## config.mk

```make
export PLATFORM = sky130hd
export DESIGN_NAME = nios_system_sysid_ext_flat
export DESIGN_NICKNAME = d
export VERILOG_FILES = /design/src/rtl/nios_system_sysid_ext_if.sv /design/src/rtl/nios_system_sysid_ext.sv /design/src/flat_wrapper.sv
export SDC_FILE = /design/constraint.sdc
export NUM_CORES = 1
export LEC_CHECK = 0
export ABC_AREA = 1
export CORE_MARGIN = 1
export CORE_UTILIZATION = 50
export CTS_CLUSTER_DIAMETER = 40
export DETAILED_ROUTE_END_ITERATION = 8
export MAX_ROUTING_LAYER = met4
export PLACE_DENSITY = 0.82
export SLEW_MARGIN = 10
export SYNTH_ARGS = -nofsm -noshare
export SYNTH_HDL_FRONTEND = slang
export SYNTH_SLANG_ARGS = --single-unit
```

## constraint.sdc

```tcl
create_clock -name clock -period 1.9 [get_ports clock]
set_input_delay 0.475 -clock clock [delete_from_list [all_inputs] [get_ports clock]]
set_output_delay 0.475 -clock clock [all_outputs]
set_load 0.005 [all_outputs]
```

## src/rtl/nios_system_sysid_ext_if.sv

```systemverilog
// ==== nios_system_sysid_ext_if : Avalon-MM slave bus bundle for the sysid block ====
// ==== Revision 1.0 ====
`timescale 1ns/1ps
`default_nettype none

interface nios_system_sysid_ext_if;
  logic [2:0]  address;
  logic        read;
  logic        write;
  logic [31:0] writedata;
  logic [31:0] readdata;
  logic        readdatavalid;

  modport master (
    output address, read, write, writedata,
    input  readdata, readdatavalid
  );

  modport slave (
    input  address, read, write, writedata,
    output readdata, readdatavalid
  );
endinterface

`default_nettype wire

```

## src/rtl/nios_system_sysid_ext.sv

```systemverilog
// ==== nios_system_sysid_ext : sysid slave with uptime counter, scratch and control ====
// ==== Revision 1.0 ====
`timescale 1ns/1ps
`default_nettype none

module nios_system_sysid_ext #(
  parameter logic [31:0] ID            = 32'h5AD1_F01C,
  parameter logic [31:0] TIMESTAMP     = 32'h0000_0000,
  parameter int          CNT_WIDTH     = 48,
  parameter logic [31:0] SCRATCH_RESET = 32'h0000_0000
) (
  input  wire logic              clock,
  input  wire logic              reset_n,
  nios_system_sysid_ext_if.slave bus
);

  // CNT_WIDTH must stay within 33..64 so the high word is 1..32 bits wide.
  localparam int HI_WIDTH = CNT_WIDTH - 32;

  localparam logic [2:0] ADDR_ID      = 3'd0;
  localparam logic [2:0] ADDR_TS      = 3'd1;
  localparam logic [2:0] ADDR_CNT_LO  = 3'd2;
  localparam logic [2:0] ADDR_CNT_HI  = 3'd3;
  localparam logic [2:0] ADDR_SCRATCH = 3'd4;
  localparam logic [2:0] ADDR_CTRL    = 3'd5;

  logic [CNT_WIDTH-1:0] cnt;
  logic [HI_WIDTH-1:0]  hi_latch;
  logic [31:0]          scratch;
  logic                 freeze;
  logic [31:0]          readdata;
  logic                 readdatavalid;

  logic [31:0] hi_ext;
  logic [31:0] rd_mux;
  logic        ctrl_wr;
  logic        clear;
  logic        lo_rd;

  assign ctrl_wr = bus.write && (bus.address == ADDR_CTRL);
  assign clear   = ctrl_wr && bus.writedata[1];
  assign lo_rd   = bus.read && (bus.address == ADDR_CNT_LO);

  // Read mux sees pre-edge state, so a simultaneous write returns the old value.
  always_comb begin
    hi_ext                 = '0;
    hi_ext[HI_WIDTH-1:0]   = hi_latch;
    rd_mux                 = '0;
    case (bus.address)
      ADDR_ID:      rd_mux = ID;
      ADDR_TS:      rd_mux = TIMESTAMP;
      ADDR_CNT_LO:  rd_mux = cnt[31:0];
      ADDR_CNT_HI:  rd_mux = hi_ext;
      ADDR_SCRATCH: rd_mux = scratch;
      ADDR_CTRL:    rd_mux = {31'd0, freeze};
      default:      rd_mux = '0;
    endcase
  end

  always_ff @(posedge clock or negedge reset_n) begin
    if (!reset_n) begin
      cnt <= '0;
    end else if (clear) begin
      cnt <= '0;
    end else if (!freeze) begin
      cnt <= cnt + {{(CNT_WIDTH-1){1'b0}}, 1'b1};
    end
  end

  // The high word is captured with every low-word read so a later CNT_HI read is coherent.
  always_ff @(posedge clock or negedge reset_n) begin
    if (!reset_n) begin
      hi_latch <= '0;
    end else if (lo_rd) begin
      hi_latch <= cnt[CNT_WIDTH-1:32];
    end
  end

  always_ff @(posedge clock or negedge reset_n) begin
    if (!reset_n) begin
      scratch <= SCRATCH_RESET;
      freeze  <= 1'b0;
    end else if (bus.write) begin
      if (bus.address == ADDR_SCRATCH) begin
        scratch <= bus.writedata;
      end
      if (ctrl_wr) begin
        freeze <= bus.writedata[0];
      end
    end
  end

  always_ff @(posedge clock or negedge reset_n) begin
    if (!reset_n) begin
      readdata      <= '0;
      readdatavalid <= 1'b0;
    end else begin
      readdatavalid <= bus.read;
      if (bus.read) begin
        readdata <= rd_mux;
      end
    end
  end

  assign bus.readdata      = readdata;
  assign bus.readdatavalid = readdatavalid;

endmodule

`default_nettype wire

```

## src/flat_wrapper.sv

```systemverilog
// flat-port wrapper written by rule: the top's interface ports become plain ports
module nios_system_sysid_ext_flat 
#(
  parameter logic [31:0] ID            = 32'h5AD1_F01C,
  parameter logic [31:0] TIMESTAMP     = 32'h0000_0000,
  parameter int          CNT_WIDTH     = 48,
  parameter logic [31:0] SCRATCH_RESET = 32'h0000_0000
)
  (clock, reset_n, bus_address, bus_read, bus_write, bus_writedata, bus_readdata, bus_readdatavalid);
  nios_system_sysid_ext_if bus_i ();
  input  wire logic clock;
  input  wire logic reset_n;
  input wire logic [$bits(bus_i.address)-1:0] bus_address;
  input wire logic [$bits(bus_i.read)-1:0] bus_read;
  input wire logic [$bits(bus_i.write)-1:0] bus_write;
  input wire logic [$bits(bus_i.writedata)-1:0] bus_writedata;
  output wire logic [$bits(bus_i.readdata)-1:0] bus_readdata;
  output wire logic [$bits(bus_i.readdatavalid)-1:0] bus_readdatavalid;
  assign bus_i.address = bus_address;
  assign bus_i.read = bus_read;
  assign bus_i.write = bus_write;
  assign bus_i.writedata = bus_writedata;
  assign bus_readdata = bus_i.readdata;
  assign bus_readdatavalid = bus_i.readdatavalid;
  nios_system_sysid_ext #(.ID(ID), .TIMESTAMP(TIMESTAMP), .CNT_WIDTH(CNT_WIDTH), .SCRATCH_RESET(SCRATCH_RESET)) u_core (.clock(clock), .reset_n(reset_n), .bus(bus_i));
endmodule
```

==> summary.txt <==
Number of synthesized flops with an enable pin = 0
Setup Skew = 0.00755 ns
RePlAce Congestion = 0.940
FF+latch count, synth = 130
Num CTS Buffers = 17
Clk slew on worst S/H paths = 0.06 ns
Wire length per cell = 16.4 µm
Final setup vio count = 0
Drt total wl = 18.9 mm
FF-to-FF path depth = 9
RSZ-0062 raised after global routing = false
First-pass GRT wire length = 29.8 mm
Slowest stage delay, CP = 0.51 ns
Core area = 12,700 µm²
DRC Markers = 0
Vias = 6,313
Vias in the first global route = 5,931
Post-synth ARST share = 100%
Final cycle utilization of the critical path = 93.9%
Number of port buffers = 71
Post-synth cell types = 32
Pwr dens = 926 nW/µm²
Critical path class = flip-flop to output port
Critical Path RT = 1.42 ns
I/O Pins = 72
HPWL reported at the end of detailed placement = 13.6 mm
HP Class = input pin to async pin
CTS Sinks = 130
Tightest Pin Transition = 0.452 ns
Slew HR = 69.9%
Worst-skew pair later-pin latency = 0.42 ns
Mapped Cells = 870
Root buffer cell = clkbuf_16
RR Endpoint = u_core.cnt[22]$_DFFE_PN0P_
Type of origin of the critical path = flip-flop
Final setup margin = 0.115 ns
Synth Warn # = 0
Initial core utilization = 51.9%
Area grow syn2layout = 27.5%
TritonRoute pass-1 iters = 6
Delay-heaviest family, CP = buffers and inverters
Grt total ovfl = 0
H-Tree Depth = 4
Row cnt = 41
GRT Resource Usage Total = 30.2%
Static leakage = 3.85 nW
Crit-path cells = clkdlybuf4s50_1
Synth top area cells = dfrtp_1 (49%), nand2_1 (14%), nor2_1 (7.2%)
WHS = 0.470 ns
Max Slew Vio Count = 0
Top-area cell type share of the netlist area = 49.3%
Top_reg_cell synth = dfrtp_1
Bufs and invs on worst path = 1
R2R Setup Slk = 0.13 ns
Fmax = 560 MHz
Post-Place Worst Slack = -0.227 ns
Syn Nets = 910
Maximum vdd drop = 542 µV
CP max stage cell = clkdlybuf4s50_1
Status = complete, no violations
Post-synthesis sequential area ratio = 49.3%
CP Max Fanout = 2
Die X-Extent = 117 µm
Avg Cell Area, Syn = 7.59 µm²
Initial antenna violation count = 0
Layout cells sized above 1 = 11.6%
Area leader, netlist = dfrtp_1
Synth Cell Area = 6600 µm²
R2r startpoint = u_core.cnt[0]$_DFFE_PN0P_
1st-iter DRT viols = 781
N_diodes = 0
Die Height = 117 µm
CTS max path bufs = 2
Vias per inst = 5.46
Largest net degree at the start of global routing = 68
Max cap viols = 0
Nets = 1,012
Worst setup EP type = output port
Post-route ant nets = 0
Final number of hold-violating endpoints = 0
Die Area = 13,700 µm²
Time the worst path needs with I/O delays and setup = 1.78 ns
CTS tree = done
Worst EP arrival = 1.31 ns
worst max-delay path by stage:
stage	startpoint	depth (start not counted)	slack (ns)	endpoint
2_1_floorplan	bus_address[2]	6	0.33	u_core.scratch[12]$_DFFE_PN0P_
3_3_place_gp	bus_address[0]	8	-0.16	u_core.bus.readdata[13]$_DFFE_PN0P_
3_5_place_dp	bus_address[0]	8	-0.23	u_core.bus.readdata[10]$_DFFE_PN0P_
4_1_cts	u_core.cnt[1]$_DFFE_PN0P_	10	0.03	u_core.cnt[28]$_DFFE_PN0P_
5_1_grt	u_core.cnt[18]$_DFFE_PN0P_	8	0.002	u_core.cnt[43]$_DFFE_PN0P_
6_report	u_core.bus.readdata[3]$_DFFE_PN0P_	1	0.12	bus_readdata[3]
metal layers:
layer	routed length [µm]	up-vias	share of wire, %	global-route usage [%]
met5	0	-	0	-
met4	555	0	2.9	12.1
met3	1550	47	8.2	6.44
met2	8790	295	46	46.2
met1	8050	2965	43	39.3
li1	-	3006	-	-
cell usage after synthesis, drive strengths merged (4+ instances only):
library cell	number
o21ai	67
inv	89
mux2	17
dfrtp	130
a22oi	4
a21oi	50
o22ai	5
nand3	51
clkbuf	16
buf	13
o211ai	5
nand4	14
nand2	254
nor2	142
nor3	6
worst reg2reg max path: cells and delay by family, from the launching register on:
family,cells,cell delay [ns]
and+or+nand+nor,8,1.08
DFF,1,0.41
adders and majority gates,1,0.20
timing repair:
item	4_1_cts	5_1_grt
gates resized for setup	0	5
endpoints found under the hold margin	15	0
hold buffers	1	0
endpoints found under the setup margin	0	6
setup buffers	0	4
report_power, final:
| part | switching, mW | internal (mW) | total (mW) |
|---|---|---|---|
| combinational | 0.586 | 0.503 | 1.09 |
| clock | 1.23 | 2.11 | 3.34 |
| sequential | 0.267 | 3.09 | 3.36 |
| total | 2.09 | 5.70 | 7.79 |
state kept, by name (all words and copies together) (netlist names):
| name | cells |
|---|---|
| u_core.cnt | 48 |
| u_core.bus.readdata | 32 |
| u_core.scratch | 32 |
| u_core.hi_latch | 16 |
| u_core.bus.readdatavalid | 1 |
| u_core.freeze | 1 |
cells by family after synthesis:
logic type / share of synthesized area (%)
buffers and inverters: 6.97
flip-flops: 49.3
AO/OA/AOI/OAI: 10.9
AND/OR/NAND/NOR: 29.8
multiplexers: 2.90
adder cells (fa/ha/maj): 0.189
metrics by stage:
step	cell area, µm²	std cells	power, mW	setup TNS [ns]	util (%)
after floorplan	6600	870	3.88	0	-
after global placement	7760	1120	4.39	-7.80	61.0
after detailed placement	7760	1120	4.44	-10.48	61.0
after CTS	8370	1153	7.78	0	65.8
after global routing	8420	1157	8.08	0	66.2
final	8420	1157	7.79	0	66.2
area by class of cell:
class / count / area [µm²]
fill: 1044 / 4300
sequential: 130 / 3250
multi-input combinational: 622 / 2900
timing repair buffer: 112 / 1110
clock buffer: 21 / 450
inverter: 89 / 334
tap: 172 / 215
clock inverter: 11 / 154
cells in the final DEF (no fill, tap or decap), types with 2 or more instances in the layout:
master           count
o22ai_1              5
o21ai_0             38
nor2_1             124
nor2_4               4
nor3_1               4
nor3_4               2
o21ai_1             29
a22oi_1              4
nor2_2              14
inv_1               85
a21oi_1             50
nand3_1             51
nand2_2              5
mux2_2              12
nand2_1            249
inv_6                2
clkinvlp_4           2
clkdlybuf4s50_1     70
buf_4               34
clkbuf_16           17
nand4_1             13
buf_12               7
bufinv_16            3
mux2_1               5
inv_2                4
o211ai_1             5
clkinv_4             3
dfrtp_1            129
clkbuf_1             3
(Power assumes the default switching activity.)
